`src/rtl/ppc_mmu_pkg.sv`:
```
// Shared MMU definitions: exception codes, permission bit positions,
// access types and the search-engine state encoding.
package ppc_mmu_pkg;

  localparam int PAGE_SHIFT = 12;

  localparam logic [4:0] EXC_NONE = 5'd0;
  localparam logic [4:0] EXC_DSI  = 5'd2;
  localparam logic [4:0] EXC_ISI  = 5'd3;
  localparam logic [4:0] EXC_DTLB = 5'd13;
  localparam logic [4:0] EXC_ITLB = 5'd14;

  localparam int PERM_UX = 5;
  localparam int PERM_SX = 4;
  localparam int PERM_UW = 3;
  localparam int PERM_SW = 2;
  localparam int PERM_UR = 1;
  localparam int PERM_SR = 0;

  typedef enum logic [1:0] {
    ACC_NONE   = 2'd0,
    ACC_IFETCH = 2'd1,
    ACC_STORE  = 2'd2,
    ACC_LOAD   = 2'd3
  } acc_type_e;

  typedef enum logic [1:0] {
    ST_IDLE   = 2'd0,
    ST_SEARCH = 2'd1,
    ST_RESP   = 2'd2
  } search_state_e;

  // ifetch outranks store, which outranks load
  function automatic acc_type_e decode_acc(input logic ifetch, input logic store,
                                           input logic load);
    acc_type_e acc;
    if (ifetch) begin
      acc = ACC_IFETCH;
    end else if (store) begin
      acc = ACC_STORE;
    end else if (load) begin
      acc = ACC_LOAD;
    end else begin
      acc = ACC_NONE;
    end
    return acc;
  endfunction

endpackage

```
`src/rtl/tlb_entry_cmp.sv`:
```
// Combinational judge for one returned TLB entry: address/context match and
// permission check for the latched request.
module tlb_entry_cmp
  import ppc_mmu_pkg::*;
#(
  parameter int EPN_W = 20
) (
  input  logic [EPN_W-1:0] ea_epn,
  input  logic             req_as,
  input  logic             req_pr,
  input  acc_type_e        acc,
  input  logic [7:0]       pid0,
  input  logic [7:0]       pid1,
  input  logic [7:0]       pid2,
  input  logic             tlb_v,
  input  logic             tlb_ts,
  input  logic [7:0]       tlb_tid,
  input  logic [EPN_W-1:0] tlb_epn,
  input  logic [5:0]       tlb_permis,
  output logic             addr_match,
  output logic             perm_ok
);

  logic tid_ok_s;

  // TID 0 is a global mapping; otherwise any of the three PIDs may own it
  always_comb begin
    tid_ok_s   = (tlb_tid == 8'd0) || (tlb_tid == pid0) ||
                 (tlb_tid == pid1) || (tlb_tid == pid2);
    addr_match = tlb_v && (tlb_ts == req_as) && tid_ok_s && (tlb_epn == ea_epn);
    case (acc)
      ACC_IFETCH: perm_ok = req_pr ? tlb_permis[PERM_UX] : tlb_permis[PERM_SX];
      ACC_STORE:  perm_ok = req_pr ? tlb_permis[PERM_UW] : tlb_permis[PERM_SW];
      ACC_LOAD:   perm_ok = req_pr ? tlb_permis[PERM_UR] : tlb_permis[PERM_SR];
      default:    perm_ok = 1'b0;
    endcase
  end

endmodule

```
`src/rtl/tlb_search_ctrl.sv`:
```
// Sequential TLB search engine: walks all entries through a 1-cycle read port
// and returns the lowest-index match as a hit/PA or an exception code.
module tlb_search_ctrl
  import ppc_mmu_pkg::*;
#(
  parameter int NUM_ENTRIES = 16,
  parameter int IDX_W       = 4,
  parameter int EPN_W       = 20
) (
  input  logic             clk,
  input  logic             rst_n,
  input  logic             req_valid,
  output logic             req_ready,
  input  logic [31:0]      req_ea,
  input  logic             req_as,
  input  logic             req_pr,
  input  logic             req_ifetch,
  input  logic             req_store,
  input  logic             req_load,
  input  logic [7:0]       pid0,
  input  logic [7:0]       pid1,
  input  logic [7:0]       pid2,
  input  logic             abort,
  output logic             busy,
  output logic             tlb_rd_en,
  output logic [IDX_W-1:0] tlb_rd_idx,
  input  logic             tlb_v,
  input  logic             tlb_ts,
  input  logic [7:0]       tlb_tid,
  input  logic [EPN_W-1:0] tlb_epn,
  input  logic [EPN_W-1:0] tlb_rpn,
  input  logic [5:0]       tlb_permis,
  output logic             rsp_valid,
  input  logic             rsp_ready,
  output logic             rsp_hit,
  output logic [IDX_W-1:0] rsp_idx,
  output logic [31:0]      rsp_pa,
  output logic [4:0]       rsp_exc
);

  localparam logic [IDX_W-1:0] LAST_IDX = IDX_W'(NUM_ENTRIES - 1);

  search_state_e    state_r, state_s;
  logic             ready_r, ready_s, busy_r, busy_s;
  logic             rd_en_r, rd_en_s;
  logic [IDX_W-1:0] rd_idx_r, rd_idx_s;
  logic             cmp_vld_r, cmp_vld_s;
  logic [IDX_W-1:0] cmp_idx_r, cmp_idx_s;
  logic [31:0]      ea_r, ea_s;
  logic             as_r, as_s, pr_r, pr_s;
  logic [7:0]       pid0_r, pid0_s, pid1_r, pid1_s, pid2_r, pid2_s;
  acc_type_e        acc_r, acc_s;
  logic             rsp_valid_r, rsp_valid_s, rsp_hit_r, rsp_hit_s;
  logic [IDX_W-1:0] rsp_idx_r, rsp_idx_s;
  logic [31:0]      rsp_pa_r, rsp_pa_s;
  logic [4:0]       rsp_exc_r, rsp_exc_s;
  logic             addr_match_s, perm_ok_s;

  tlb_entry_cmp #(.EPN_W(EPN_W)) u_cmp (
    .ea_epn     (ea_r[31 -: EPN_W]),
    .req_as     (as_r),
    .req_pr     (pr_r),
    .acc        (acc_r),
    .pid0       (pid0_r),
    .pid1       (pid1_r),
    .pid2       (pid2_r),
    .tlb_v      (tlb_v),
    .tlb_ts     (tlb_ts),
    .tlb_tid    (tlb_tid),
    .tlb_epn    (tlb_epn),
    .tlb_permis (tlb_permis),
    .addr_match (addr_match_s),
    .perm_ok    (perm_ok_s)
  );

  // Next-state and next-output computation for the whole engine
  always_comb begin
    state_s     = state_r;
    rd_en_s     = rd_en_r;
    rd_idx_s    = rd_idx_r;
    cmp_vld_s   = 1'b0;
    cmp_idx_s   = cmp_idx_r;
    ea_s        = ea_r;
    as_s        = as_r;
    pr_s        = pr_r;
    pid0_s      = pid0_r;
    pid1_s      = pid1_r;
    pid2_s      = pid2_r;
    acc_s       = acc_r;
    rsp_valid_s = rsp_valid_r;
    rsp_hit_s   = rsp_hit_r;
    rsp_idx_s   = rsp_idx_r;
    rsp_pa_s    = rsp_pa_r;
    rsp_exc_s   = rsp_exc_r;
    case (state_r)
      ST_IDLE: begin
        if (req_valid && ready_r) begin
          ea_s   = req_ea;
          as_s   = req_as;
          pr_s   = req_pr;
          pid0_s = pid0;
          pid1_s = pid1;
          pid2_s = pid2;
          acc_s  = decode_acc(req_ifetch, req_store, req_load);
          if (acc_s == ACC_NONE) begin
            state_s     = ST_RESP;
            rsp_valid_s = 1'b1;
            rsp_hit_s   = 1'b0;
            rsp_idx_s   = '0;
            rsp_pa_s    = 32'd0;
            rsp_exc_s   = EXC_NONE;
          end else begin
            state_s  = ST_SEARCH;
            rd_en_s  = 1'b1;
            rd_idx_s = '0;
          end
        end else begin
          state_s = ST_IDLE;
        end
      end
      ST_SEARCH: begin
        if (abort) begin
          state_s  = ST_IDLE;
          rd_en_s  = 1'b0;
          rd_idx_s = '0;
        end else if (cmp_vld_r && addr_match_s) begin
          // first match ends the walk; the read already in flight is ignored
          state_s     = ST_RESP;
          rd_en_s     = 1'b0;
          rd_idx_s    = '0;
          rsp_valid_s = 1'b1;
          rsp_idx_s   = cmp_idx_r;
          if (perm_ok_s) begin
            rsp_hit_s = 1'b1;
            rsp_pa_s  = {tlb_rpn, ea_r[PAGE_SHIFT-1:0]};
            rsp_exc_s = EXC_NONE;
          end else begin
            rsp_hit_s = 1'b0;
            rsp_pa_s  = 32'd0;
            rsp_exc_s = (acc_r == ACC_IFETCH) ? EXC_ISI : EXC_DSI;
          end
        end else if (cmp_vld_r && (cmp_idx_r == LAST_IDX)) begin
          state_s     = ST_RESP;
          rsp_valid_s = 1'b1;
          rsp_hit_s   = 1'b0;
          rsp_idx_s   = '0;
          rsp_pa_s    = 32'd0;
          rsp_exc_s   = (acc_r == ACC_IFETCH) ? EXC_ITLB : EXC_DTLB;
        end else begin
          cmp_vld_s = rd_en_r;
          cmp_idx_s = rd_idx_r;
          if (rd_en_r && (rd_idx_r == LAST_IDX)) begin
            rd_en_s  = 1'b0;
            rd_idx_s = '0;
          end else if (rd_en_r) begin
            rd_idx_s = rd_idx_r + IDX_W'(1);
          end else begin
            rd_idx_s = rd_idx_r;
          end
        end
      end
      ST_RESP: begin
        if (abort || rsp_ready) begin
          state_s     = ST_IDLE;
          rsp_valid_s = 1'b0;
          rsp_hit_s   = 1'b0;
          rsp_idx_s   = '0;
          rsp_pa_s    = 32'd0;
          rsp_exc_s   = EXC_NONE;
        end else begin
          state_s = ST_RESP;
        end
      end
      default: begin
        state_s     = ST_IDLE;
        rd_en_s     = 1'b0;
        rd_idx_s    = '0;
        rsp_valid_s = 1'b0;
        rsp_hit_s   = 1'b0;
        rsp_idx_s   = '0;
        rsp_pa_s    = 32'd0;
        rsp_exc_s   = EXC_NONE;
      end
    endcase
    ready_s = (state_s == ST_IDLE);
    busy_s  = (state_s == ST_SEARCH);
  end

  // State, request latches and registered outputs
  always_ff @(posedge clk or negedge rst_n) begin
    if (!rst_n) begin
      state_r     <= ST_IDLE;
      ready_r     <= 1'b1;
      busy_r      <= 1'b0;
      rd_en_r     <= 1'b0;
      rd_idx_r    <= '0;
      cmp_vld_r   <= 1'b0;
      cmp_idx_r   <= '0;
      ea_r        <= 32'd0;
      as_r        <= 1'b0;
      pr_r        <= 1'b0;
      pid0_r      <= 8'd0;
      pid1_r      <= 8'd0;
      pid2_r      <= 8'd0;
      acc_r       <= ACC_NONE;
      rsp_valid_r <= 1'b0;
      rsp_hit_r   <= 1'b0;
      rsp_idx_r   <= '0;
      rsp_pa_r    <= 32'd0;
      rsp_exc_r   <= EXC_NONE;
    end else begin
      state_r     <= state_s;
      ready_r     <= ready_s;
      busy_r      <= busy_s;
      rd_en_r     <= rd_en_s;
      rd_idx_r    <= rd_idx_s;
      cmp_vld_r   <= cmp_vld_s;
      cmp_idx_r   <= cmp_idx_s;
      ea_r        <= ea_s;
      as_r        <= as_s;
      pr_r        <= pr_s;
      pid0_r      <= pid0_s;
      pid1_r      <= pid1_s;
      pid2_r      <= pid2_s;
      acc_r       <= acc_s;
      rsp_valid_r <= rsp_valid_s;
      rsp_hit_r   <= rsp_hit_s;
      rsp_idx_r   <= rsp_idx_s;
      rsp_pa_r    <= rsp_pa_s;
      rsp_exc_r   <= rsp_exc_s;
    end
  end

  assign req_ready  = ready_r;
  assign busy       = busy_r;
  assign tlb_rd_en  = rd_en_r;
  assign tlb_rd_idx = rd_idx_r;
  assign rsp_valid  = rsp_valid_r;
  assign rsp_hit    = rsp_hit_r;
  assign rsp_idx    = rsp_idx_r;
  assign rsp_pa     = rsp_pa_r;
  assign rsp_exc    = rsp_exc_r;

endmodule
```
`config.mk`:
```
export PLATFORM = sky130hd
export DESIGN_NAME = tlb_search_ctrl
export DESIGN_NICKNAME = d
export VERILOG_FILES = /design/src/rtl/ppc_mmu_pkg.sv /design/src/rtl/tlb_entry_cmp.sv /design/src/rtl/tlb_search_ctrl.sv
export SDC_FILE = /design/constraint.sdc
export NUM_CORES = 1
export LEC_CHECK = 0
export ABC_AREA = 0
export CAP_MARGIN = 20
export CORE_MARGIN = 3
export CORE_UTILIZATION = 46
export CTS_CLUSTER_SIZE = 25
export DETAILED_ROUTE_END_ITERATION = 16
export PLACE_DENSITY = 0.92
export REMOVE_ABC_BUFFERS = 1
export SLEW_MARGIN = 10
export SYNTH_ARGS = -nofsm -noshare
export SYNTH_HDL_FRONTEND = slang
export SYNTH_SLANG_ARGS = --single-unit
```
`constraint.sdc`:
```
create_clock -name clk -period 2.46 [get_ports clk]
set_input_delay 0.492 -clock clk [delete_from_list [all_inputs] [get_ports clk]]
set_output_delay 0.492 -clock clk [all_outputs]
set_load 0.01 [all_outputs]
```
==> results of run 1 <==
power by group through the flow:
stage                     combinational [mW]  sequential [mW]  clock [mW]
final                                   2.56             2.91        2.31
after detailed placement                2.47             2.90           0
after global placement                  2.34             2.87           0
after floorplan                         1.42             2.81           0
after CTS                               2.52             2.88        2.34
after global routing                    2.84             2.97        2.44
layer usage:
| layer | wire [µm] | GRT usage, % |
|---|---|---|
| met1 | 6006 | 30.02 |
| met2 | 7755 | 43.61 |
| met3 | 880 | 5.513 |
| met4 | 246 | 7.061 |
| met5 | 0 | 0 |
worst max-delay path: stages:
cell and delay [ps]:
clkdlybuf4s50_1 530, xnor2_2 140, nand4_1 150, nor4_2 290, buf_4 160, o2111ai_4 200, a31oi_4 300, o21ai_0 230
a32o_1 260
kinds of logic after synthesis:
kind of cell,after synthesis,synth area share [%]
other,1,0.07400
AO/OA/AOI/OAI,68,11.31
AND/OR/NAND/NOR,243,20.15
flip-flops,115,56.81
XOR/XNOR,45,7.778
buffers and inverters,24,2.074
multiplexers,6,1.555
adder cells (fa/ha/maj),1,0.2469
flip-flops by register name, summed over array words and instances (netlist names), 2 cells and up:
name,flops
rsp_exc,3
pid2_r,8
rsp_idx,4
tlb_rd_idx,4
pid1_r,8
rsp_pa,32
state_r,2
ea_r,32
acc_r,2
cmp_idx_r,4
pid0_r,8
stage by stage:
step           cells  worst slack [ps]
3_5_place_dp     824            -439.4
5_1_grt          857            -40.01
2_1_floorplan    480             -1797
3_3_place_gp     824            -326.8
6_report         857             92.53
4_1_cts          857             42.02
what timing repair did:
item | 4_1_cts | 5_1_grt
setup endpoints to repair | 2 | 16
endpoints found under the hold margin | 14 | 0
pin swaps | 0 | 2
gates resized for setup | 1 | 11
hold buffers | 1 | 0
worst max path at each step:
stage | end | slack [ps]
after floorplan | acc_r[0] | -1800
after global placement | cmp_idx_r[0] | -330
after detailed placement | cmp_idx_r[3] | -440
after CTS | cmp_idx_r[3] | 40
after global routing | cmp_idx_r[3] | -40
final | tlb_rd_idx[1] | 90
area by class of cell:
cell class                 count  area, µm²  share of cell area (%)
sequential                   115       2879                   36.72
multi-input combinational    364       2191                   27.94
timing repair buffer         209       2032                   25.92
clock buffer                  19      441.7                   5.634
tap                          136      170.2                   2.170
clock inverter                13      122.6                   1.564
inverter                       1      3.754                 0.04788
cells in the final DEF (no fill, tap or decap), types with 13 or more instances in the layout:
| cell type | netlist | final |
|---|---|---|
| clkbuf_16 | 0 | 16 |
| nand4_1 | 13 | 13 |
| buf_4 | 2 | 36 |
| clkdlybuf4s50_1 | 0 | 169 |
| nand2_1 | 191 | 191 |
| a22o_1 | 41 | 41 |
| nor2_1 | 13 | 13 |
| xnor2_1 | 40 | 32 |
| dfrtp_1 | 114 | 114 |
==> metrics.md, run 1 <==
| Metric | Value |
|---|---|
| Pins Over Slew Limit | `0` |
| Worst hold path class | `in -> async` |
| Crit path from | `tlb_epn[11]` |
| Antenna diode count | `0` |
| Nets | `831` |
| Period utilization | `96.24%` |
| Yosys warning count | `0` |
| Core area | `10510 µm²` |
| WL/cell | `17.37 µm` |
| PwrDens | `992.2 nW/µm²` |
| Drt pass-1 iters | `5` |
| Top_reg_cell synth | `dfrtp_1` |
| Post-CTS Setup Bufs | `0` |
| CTS Buf Count | `17` |
| Worst-path clk slew | `60 ps` |
| CTS Sinks | `115` |
| Clk_skew | `10.57 ps` |
| Combinational fraction of design power | `32.9%` |
| CP startpoint kind | `primary input` |
| Cell Area, Synth | `5067 µm²` |
| Mapped Cells | `503` |
| # DRC | `0` |
| Initial antenna violation count | `0` |
| Post-Route WL | `14.89 mm` |
| Final ANT Viol Nets | `0` |
| Top-count cell post-synth | `nand2_1` |
| Seq cells post-synth | `115` |
| Unique cell type count in the Yosys netlist | `48` |
| RSZ-0062 raised after global routing | `yes` |
| DR vias | `4532` |
| Average instance area after synthesis | `10.07 µm²` |
| DRC marker count from the first detailed-route iteration | `259` |
| Worst R2R End | `tlb_rd_idx[1]` |
| Post-DP HPWL | `10.14 mm` |
| TNS Setup | `0 ps` |
| Final GP Congestion | `0.8714` |
| Max-cap violations | `0` |
| Net Switching | `2.716 mW` |
| Via-to-Cell Ratio | `5.288` |
| Reg power frac | `37.4%` |
| Worst-Skew Late Latency | `510 ps` |
| Power Total | `7.779 mW` |
| Fmax | `0.4224 GHz` |
| Post-layout util | `74.60%` |
| Switching Share | `34.91%` |
| Post-synth top cells | `nand2_1, dfrtp_1, a22o_1, xnor2_1, clkbuf_1` |
| Post-DP Area | `7178 µm²` |
| First-pass GRT wire length | `24.55 mm` |
| Min Tclk post-route | `2367 ps` |
| Synth top area cells | `dfrtp_1, nand2_1, a22o_1` |
| R2R setup slack | `120 ps` |
| Clk pwr share | `29.7%` |
| Yosys top cell area share | `56.30%` |
| Status | `finished clean` |
| Async S/R FF share, synth | `100.0%` |
| Die Width | `111.0 µm` |
| R2R cell count | `8` |
| Filler instances | `687` |
| Worst setup EP type | `flip-flop` |
| Leading area contributor after synthesis | `dfrtp_1` |
| Maximum VDD drop | `0.4334 mV` |
| Area grow syn2layout | `54.72%` |
| Tightest hold margin | `395.4 ps` |
| Initial core utilization | `48.22%` |
| Number of hold violations in the final report | `0` |
| CP required | `2860 ps` |
| Grt ovf | `0` |
| Clock Root Buffer | `clkbuf_8` |
| Pint | `5.063 mW` |
| Worst R2R Start | `ea_r[15]` |
| Setup Crit Path Kind | `in -> reg` |
| Share of cells above drive strength 1 | `13.45%` |
| Setup-failing EPs final | `0` |
| Largest net degree at the start of global routing | `65` |
| Data arrival, critical path | `2760 ps` |
| Vias in the first global route | `4913` |
| Critical path fanouts, max | `7` |
| Total Routing Usage GR | `24.59%` |
| Sequential share of the synthesized area | `56.81%` |
| Static leakage | `3.615 nW` |
| Die footprint | `12310 µm²` |
| Finished Cell Area | `7840 µm²` |
| I/O pins | `172` |
| Die height | `111.0 µm` |
| EDFF count, synth | `0` |
| Number of port buffers | `170` |
| TritonCTS clock tree | `yes` |
| Num rows | `37` |
| Clock Path Buffers | `2` |
| CTS H-tree lvls | `4` |
(Power assumes the default switching activity.)
==> run 2: changes to the inputs <==
SLEW_MARGIN = 25   (was 10)
==> results of run 2 <==
Final layout, timing and power as in run 1 (identical DEF).
